--- config.mk ---
export PLATFORM = sky130hd
export DESIGN_NAME = mixcol_sequencer
export DESIGN_NICKNAME = d
export VERILOG_FILES = /design/src/rtl/mixcol_sequencer.sv
export SDC_FILE = /design/constraint.sdc
export NUM_CORES = 1
export LEC_CHECK = 0
export BUFFER_PORTS_ARGS = -buffer_cell sky130_fd_sc_hd__buf_4
export CAP_MARGIN = 20
export CORE_MARGIN = 2
export CORE_UTILIZATION = 25
export DETAILED_ROUTE_END_ITERATION = 16
export HOLD_SLACK_MARGIN = 0.1
export RECOVER_POWER = 100
export SETUP_SLACK_MARGIN = 0.4
export SYNTH_ARGS = -nofsm -noshare
export SYNTH_HDL_FRONTEND = slang
export SYNTH_SLANG_ARGS = --single-unit
--- constraint.sdc ---
create_clock -name clk -period 3.15 [get_ports clk]
set_input_delay 0.4725 -clock clk [delete_from_list [all_inputs] [get_ports clk]]
set_output_delay 0.4725 -clock clk [all_outputs]
set_load 0.01 [all_outputs]
--- src/rtl/mixcol_sequencer.sv ---
// mixcol_sequencer: column-serial AES MixColumns engine.
// Accepts a 128-bit state in IDLE and mixes COLS_PER_CYCLE columns per BUSY
// cycle through a shared GF(2^8) column-mix unit. It then holds the result in
// DONE until the downstream side takes it. When the final-round flag is set,
// the state passes through unchanged with the same timing.
module mixcol_sequencer #(
  parameter int COLS_PER_CYCLE = 1
) (
  input  logic         clk,
  input  logic         rst_n,
  input  logic         in_valid,
  output logic         in_ready,
  input  logic [127:0] in_state,
  input  logic         in_final,
  output logic         out_valid,
  input  logic         out_ready,
  output logic [127:0] out_state,
  output logic         busy
);

  localparam int N    = COLS_PER_CYCLE;
  // Guard against a division by zero so that only the $error below reports a bad N.
  localparam int NGRP = (N == 1 || N == 2 || N == 4) ? (4 / N) : 1;
  localparam logic [1:0] LAST_GRP = 2'(NGRP - 1);

  if (!(N == 1 || N == 2 || N == 4)) begin : g_bad_cols_per_cycle
    $error("mixcol_sequencer: COLS_PER_CYCLE must be 1, 2 or 4");
  end

  typedef enum logic [1:0] {
    S_IDLE = 2'd0,
    S_BUSY = 2'd1,
    S_DONE = 2'd2
  } state_e;

  state_e       state_q, state_d;
  logic [127:0] work_q, work_d;
  logic [1:0]   grp_q, grp_d;
  logic         fin_q, fin_d;

  // GF(2^8) multiply by 2 using the AES reduction polynomial.
  function automatic logic [7:0] xtime(input logic [7:0] x);
    return {x[6:0], 1'b0} ^ (x[7] ? 8'h1b : 8'h00);
  endfunction

  // One MixColumns column. Row 0 is the most significant byte of the column.
  function automatic logic [31:0] mix_col(input logic [31:0] c);
    logic [7:0] a0, a1, a2, a3;
    logic [7:0] b0, b1, b2, b3;
    a0 = c[31:24];
    a1 = c[23:16];
    a2 = c[15:8];
    a3 = c[7:0];
    b0 = xtime(a0) ^ (xtime(a1) ^ a1) ^ a2 ^ a3;
    b1 = a0 ^ xtime(a1) ^ (xtime(a2) ^ a2) ^ a3;
    b2 = a0 ^ a1 ^ xtime(a2) ^ (xtime(a3) ^ a3);
    b3 = (xtime(a0) ^ a0) ^ a1 ^ a2 ^ xtime(a3);
    return {b0, b1, b2, b3};
  endfunction

  // Each lane picks column grp*N+lane out of the work register. Column c sits at
  // bits [127-32c -: 32], so its LSB offset is (3-c)*32, which is {~c, 5'b0}.
  logic [6:0]  lane_base [N];
  logic [31:0] lane_mix  [N];

  for (genvar gi = 0; gi < N; gi++) begin : g_lane
    logic [1:0] col_idx;
    assign col_idx       = 2'(int'(grp_q) * N + gi);
    assign lane_base[gi] = {~col_idx, 5'd0};
    assign lane_mix[gi]  = mix_col(work_q[{~col_idx, 5'd0} +: 32]);
  end

  // State, work register, group counter and final flag; reset is synchronous.
  always_ff @(posedge clk) begin
    if (!rst_n) begin
      state_q <= S_IDLE;
      work_q  <= 128'h0;
      grp_q   <= 2'd0;
      fin_q   <= 1'b0;
    end else begin
      state_q <= state_d;
      work_q  <= work_d;
      grp_q   <= grp_d;
      fin_q   <= fin_d;
    end
  end

  // Next-state logic: accept in IDLE, mix one group per BUSY cycle, hold in DONE.
  always_comb begin
    state_d = state_q;
    work_d  = work_q;
    grp_d   = grp_q;
    fin_d   = fin_q;
    case (state_q)
      S_IDLE: begin
        if (in_valid) begin
          work_d  = in_state;
          fin_d   = in_final;
          grp_d   = 2'd0;
          state_d = S_BUSY;
        end
      end
      S_BUSY: begin
        if (!fin_q) begin
          for (int k = 0; k < N; k++) begin
            work_d[lane_base[k] +: 32] = lane_mix[k];
          end
        end
        grp_d = grp_q + 2'd1;
        if (grp_q == LAST_GRP) begin
          state_d = S_DONE;
        end
      end
      S_DONE: begin
        if (out_ready) begin
          state_d = S_IDLE;
        end
      end
      default: state_d = S_IDLE;
    endcase
  end

  // Outputs are decoded from the state register or taken from the work register.
  assign in_ready  = (state_q == S_IDLE);
  assign out_valid = (state_q == S_DONE);
  assign busy      = (state_q == S_BUSY) || (state_q == S_DONE);
  assign out_state = work_q;

endmodule

==> results of run 1 <==
[state kept, by name (all words and copies together), names as in the netlist]
register	flops
fin_q	1
state_q	2
grp_q	2
out_state	128
[per-stage QoR]
stage,util (%),hold slack [ps]
after floorplan,-,478.9
after global placement,32.02,499.8
after detailed placement,32.02,529.7
after CTS,33.65,300.3
after global routing,32.19,332.1
final,32.20,315.4
[layer usage]
metal	track usage (%)	part of all wire [%]	vias up
li1	-	-	4374
met1	27.96	41	4753
met2	31.01	45	740
met3	5.208	13	66
met4	5.981	1.9	0
met5	0	0	-
[cell families after synthesis]
logic type / after synthesis
AND/OR/NAND/NOR: 182
flip-flops: 133
multiplexers: 35
AO/OA/AOI/OAI: 444
buffers and inverters: 127
adder cells (fa/ha/maj): 7
XOR/XNOR: 96
[cells in the final DEF, fill, tap and decap left out, drive strengths merged, types with 5 or more instances in the layout]
cell / netlist / final
buf: 35 / 176
nand3: 164 / 164
clkbuf: 83 / 157
o21ai: 134 / 134
dfxtp: 133 / 133
a21oi: 129 / 129
a211oi: 96 / 96
a31oi: 80 / 80
xnor3: 39 / 39
mux4: 32 / 32
xor3: 24 / 24
xnor2: 19 / 19
xor2: 14 / 14
nor2b: 7 / 7
ha: 7 / 7
inv: 5 / 5
[Yosys cell counts]
library cell	count	area (um^2)
a211oi_1	83	623.1
a211oi_2	13	162.7
a21boi_0	1	7.510
a21oi_1	129	645.6
a31oi_1	80	500.5
and2_1	1	6.260
and4_1	2	17.52
buf_1	2	7.510
buf_12	1	20.02
buf_2	18	90.09
buf_4	6	45.04
buf_6	8	90.09
clkbuf_1	82	307.8
clkbuf_2	1	5.000
dfxtp_1	133	2663
dlygate4sd1_1	2	17.52
dlygate4sd3_1	2	20.02
ha_1	7	87.58
inv_1	5	18.77
mux2_2	1	11.26
mux2i_1	2	20.02
mux4_1	3	78.83
mux4_2	29	653.1
nand2_1	2	7.510
nand2b_1	4	25.02
nand3_1	164	820.8
nor2b_1	7	43.79
nor4b_2	2	30.03
o21a_1	4	30.03
o21ai_0	130	650.6
o21ai_1	3	15.01
o21ai_2	1	8.760
xnor2_1	14	122.6
xnor2_2	2	32.53
xnor2_4	3	82.58
xnor3_1	32	720.7
xnor3_2	3	71.32
xnor3_4	4	105.1
xor2_1	11	96.34
xor2_2	3	48.80
xor3_1	20	475.5
xor3_4	4	110.1
[worst min-delay path, stage by stage]
cell and delay (ps):
buf_4 90, mux2i_1 60, nor2b_1 90
[area by class of cell]
cell class                 count  area [um^2]
clock buffer                  22        464.2
tap                          511        639.4
multi-input combinational    764         6310
inverter                       5        23.77
clock inverter                 8        150.1
timing repair buffer         311         1894
antenna                        2        5.005
fill                        4003        25600
sequential                   133         2670
[repair_timing]
action	in CTS	in global routing
cloned	0	0
endpoints found under the setup margin	1	26
gates resized for setup	1	3
[final timing paths]
check,start,to,depth (start not counted)
max,grp_q[0]$_SDFFE_PN0P_,out_state[35]$_SDFFE_PN0P_,4
min,in_final,fin_q$_SDFFE_PN0P_,3
min reg2reg,state_q[0]$_SDFFE_PN0P_,state_q[0]$_SDFFE_PN0P_,2
max reg2reg,grp_q[0]$_SDFFE_PN0P_,out_state[35]$_SDFFE_PN0P_,4
[where the power goes]
| part | total, mW | internal (mW) | switching [mW] |
|---|---|---|---|
| Sequential | 2.58 | 2.12 | 0.459 |
| Combinational | 6.45 | 2.71 | 3.74 |
| Clock | 2.17 | 1.36 | 0.814 |
==> flow_summary.json, run 1 <==
{
  "status": "finished, final reports clean",
  "num_io_pins": 264,
  "cp.buffers_inverters": 0,
  "initial_utilization_pct": 25.42,
  "fp.dieArea_um2": 39960,
  "drt_iter0_drc": 1028,
  "core_um2": 37760,
  "place_congestion": 0.8600,
  "grt.overflow.total": 0,
  "die_h_um": 199.9,
  "cts_hold_buffers": 0,
  "rsz0062_at_grt": "no",
  "antenna_found_initial": 2,
  "setup_viol": 0,
  "fin_setup_tns_ps": 0,
  "synth_top_family_by_area": "compound AO/OA/AOI/OAI gates",
  "cts-root-buf": "clkbuf_16",
  "max_stage_delay_ps": 720,
  "vias": 9933,
  "dp_slack_ps": 406.6,
  "fmax_mhz": 355.9,
  "synth-adder-area-share_pct": 0.9128,
  "finalClockSkew_ps": 10.41,
  "crit_path_start_kind": "flip-flop",
  "period_needed_ps": 2810,
  "p_leak_nw": 4.385,
  "worst-setup-path-type": "flip-flop to flip-flop",
  "stdcell_count": 1756,
  "dieWidth_um": 199.9,
  "area_growth_pct": 26.69,
  "vias_per_cell": 5.657,
  "cts_max_level": 4,
  "design_area_um2": 12160,
  "synthSimpleGateAreaFrac_pct": 9.910,
  "drive_gt1_share_pct": 21.80,
  "synth_nets": 1164,
  "grt_pass1_vias": 9531,
  "synth_xor_xnor_area_share_pct": 19.44,
  "numCtsBuffers": 17,
  "critical_path_arrival_ps": 3160,
  "cp_cell_sequence": "mux4_2 -> xnor2_1 -> xnor3_1 -> a211oi_2",
  "reg2reg_slack_ps": 340,
  "first_pass_iters": 7,
  "cp-end-kind": "flip-flop",
  "syn_area_per_cell_um2": 9.371,
  "drt_wl_total_um": 41440,
  "fin_crit_sh_pct": 89.21,
  "powerDensity_nw_per_um2": 920.9,
  "grt_max_degree": 98,
  "hp-class": "primary input to flip-flop",
  "clockBufferDepth": 2,
  "grt_pass1_wl_um": 60200,
  "ys_types": 42,
  "worst_slack_ps": 339.9,
  "avgRoutedWirePerCell_um": 23.60,
  "synth_compound_area_share_pct": 27.55,
  "drv_cap": 0,
  "grt.total_usage_pct": 20.23,
  "insertion_delay_ps": 430,
  "vdd_drop_max_mv": 0.3588,
  "ant_nets": 0,
  "io_buffers": 263,
  "seq_area_frac_synth_pct": 27.75,
  "synthCells": 1024,
  "finalHoldViolCount": 0,
  "ys_warn_count": 0,
  "fin_nets": 1372,
  "dp_hpwl_um": 29580,
  "worstMarginPinSlew_ps": 952.6,
  "crit_slowest_cell": "mux4_2",
  "p_total_mw": 11.20,
  "relSlewSlack_pct": 36.49,
  "critPathRequiredTime_ps": 3500,
  "numClockSinks": 133,
  "crit_fanout": 13,
  "clkSlewWorstSetupHoldPaths_ps": 70,
  "drc": 0,
  "dpl_cell_area_um2": 12090,
  "cts_tree": "built",
  "crit_family": "XOR/XNOR gates",
  "dp.cells": 1723,
  "slew_violations": 0,
  "rows": 71,
  "synthMuxAreaShare_pct": 7.954,
  "post_cts_buffers": 0,
  "ys_seq_elements": 133,
  "synth_area_um2": 9595
}
Note: power is estimated with default switching activity, not from simulation.
==> inputs of run 2 (changes only) <==
--- a/config.mk
+++ b/config.mk
@@ -7,10 +7,13 @@
 export LEC_CHECK = 0
 export BUFFER_PORTS_ARGS = -buffer_cell sky130_fd_sc_hd__buf_4
 export CAP_MARGIN = 20
+export CELL_PAD_IN_SITES_DETAIL_PLACEMENT = 0
+export CELL_PAD_IN_SITES_GLOBAL_PLACEMENT = 1
 export CORE_MARGIN = 2
 export CORE_UTILIZATION = 25
 export DETAILED_ROUTE_END_ITERATION = 16
 export HOLD_SLACK_MARGIN = 0.1
+export PLACE_DENSITY_LB_ADDON = 0.1
 export RECOVER_POWER = 100
 export SETUP_SLACK_MARGIN = 0.4
 export SYNTH_ARGS = -nofsm -noshare
==> flow_summary.json, run 2 (synthesis results as in run 1) <==
{
  "status": "finished, final reports clean",
  "clockBufferDepth": 2,
  "r2r_start": "grp_q[1]$_SDFFE_PN0P_",
  "rr_endpoint": "out_state[51]$_SDFFE_PN0P_",
  "ant_nets": 0,
  "vdd_drop_max_mv": 0.4945,
  "layout_common_cells": "169 x buf_4, 164 x nand3_1, 135 x clkbuf_1",
  "fin_crit_sh_pct": 89.25,
  "slew_violations": 0,
  "dieWidth_um": 199.9,
  "fin_nets": 1376,
  "rows": 71,
  "core_um2": 37760,
  "num_io_pins": 264,
  "mostFrequentLayoutCell": "buf_4",
  "worstRegToRegCells": 6,
  "numCtsBuffers": 17,
  "cts_max_level": 4,
  "stdcell_count": 1758,
  "drt_iter0_drc": 729,
  "cts_tree": "built",
  "drc": 0,
  "hp-class": "primary input to flip-flop",
  "dp_hpwl_um": 34830,
  "finalClockSkew_ps": 15.69,
  "dp.cells": 1725,
  "crit_path_start_kind": "flip-flop",
  "numClockSinks": 133,
  "drive_gt1_share_pct": 22.37,
  "fin_setup_tns_ps": 0,
  "clkSlewWorstSetupHoldPaths_ps": 70,
  "drv_cap": 0,
  "grt_max_degree": 103,
  "vias": 9645,
  "area_growth_pct": 27.44,
  "cp-endpoint": "out_state[51]$_SDFFE_PN0P_",
  "grt_pass1_vias": 9533,
  "largest_reg_flops": 128,
  "worstMarginPinSlew_ps": 980.7,
  "p_total_mw": 11.49,
  "critPathRequiredTime_ps": 3500,
  "antenna_found_initial": 1,
  "setup_viol": 0,
  "reg2reg_slack_ps": 340,
  "worst-setup-path-type": "flip-flop to flip-flop",
  "initial_utilization_pct": 25.42,
  "powerDensity_nw_per_um2": 939.7,
  "finalHoldViolCount": 0,
  "die_h_um": 199.9,
  "vias_per_cell": 5.486,
  "io_buffers": 263,
  "rsz0062_at_grt": "yes",
  "cp-end-kind": "flip-flop",
  "crit_fanout": 9,
  "antenna_cells": 0,
  "period_needed_ps": 2811,
  "insertion_delay_ps": 430,
  "cts-root-buf": "clkbuf_16",
  "first_pass_iters": 5,
  "relSlewSlack_pct": 34.62,
  "fp.dieArea_um2": 39960,
  "critical_path_arrival_ps": 3160,
  "grt.overflow.total": 0,
  "place_congestion": 0.8396,
  "grt_pass1_wl_um": 67320,
  "drt_wl_total_um": 47740,
  "crit_start": "grp_q[1]$_SDFFE_PN0P_",
  "p_leak_nw": 4.410,
  "grt.total_usage_pct": 23.60,
  "fmax_mhz": 355.7,
  "avgRoutedWirePerCell_um": 27.16
}
==> run 2: changes by cell type in the layout (fill, tap and decap cells not counted), sizes merged <==
cell,change
bufinv,-1
clkinvlp,+1
inv,+3
diode,-2
buf,+1
==> run 2: worst min-delay path by stage <==
stage | cells after the start | end | startpoint | slack (ps)
floorplan | 2 | state_q[0]$_SDFFE_PN0P_ | state_q[0]$_SDFFE_PN0P_ | 480
global route | 3 | fin_q$_SDFFE_PN0P_ | in_final | 320
CTS | 3 | fin_q$_SDFFE_PN0P_ | in_final | 300
finish | 3 | fin_q$_SDFFE_PN0P_ | in_final | 310
detailed placement | 2 | state_q[0]$_SDFFE_PN0P_ | state_q[0]$_SDFFE_PN0P_ | 520
global placement | 2 | state_q[0]$_SDFFE_PN0P_ | state_q[0]$_SDFFE_PN0P_ | 510
==> run 2: per-stage QoR <==
step	setup WS (ps)	hold slack, ps	util (%)	cell area [um^2]
after global routing	221.4	319.0	32.39	12230
after CTS	426.7	297.3	33.73	12740
after floorplan	541.7	478.9	-	9595
after global placement	315.8	510.6	32.13	12130
final	338.7	308.7	32.39	12230
after detailed placement	268.5	516.8	32.13	12130
==> run 2: where the power goes <==
part           total, mW  internal (mW)  switching (mW)
Combinational       6.69           2.79            3.91
Clock               2.16           1.29           0.877
Sequential          2.64           2.12           0.520
Total               11.5           6.19            5.30
==> run 2: timing repair <==
action / 4_1_cts / 5_1_grt
endpoints found under the hold margin: 0 / 0
setup buffers: 0 / 3
setup endpoints to repair: 56 / 9
resized for setup: 1 / 3
hold buffers: 0 / 0
==> run 2: final cells by class <==
cell class | instances | area, um^2
Inverter | 5 | 23.77
Multi-Input combinational cell | 764 | 6352
Fill cell | 4094 | 25530
Clock inverter | 11 | 150.1
Tap cell | 511 | 639.4
Sequential cell | 133 | 2668
Clock buffer | 19 | 452.9
Timing Repair Buffer | 315 | 1942
==> run 2: critical path, stage by stage, from the launching register on <==
cell	delay [ps]
dfxtp_2	360
buf_6	190
clkbuf_1	340
mux4_2	720
xnor2_4	290
xnor3_2	570
a211oi_1	260
==> run 2: routing by layer <==
| metal | wire, um | vias to the layer above | track usage (%) |
|---|---|---|---|
| li1 | - | 4386 | - |
| met1 | 20260 | 4794 | 29.92 |
| met2 | 23010 | 403 | 39.92 |
| met3 | 3183 | 60 | 4.872 |
| met4 | 1270 | 2 | 8.093 |
| met5 | 14 | - | 0 |
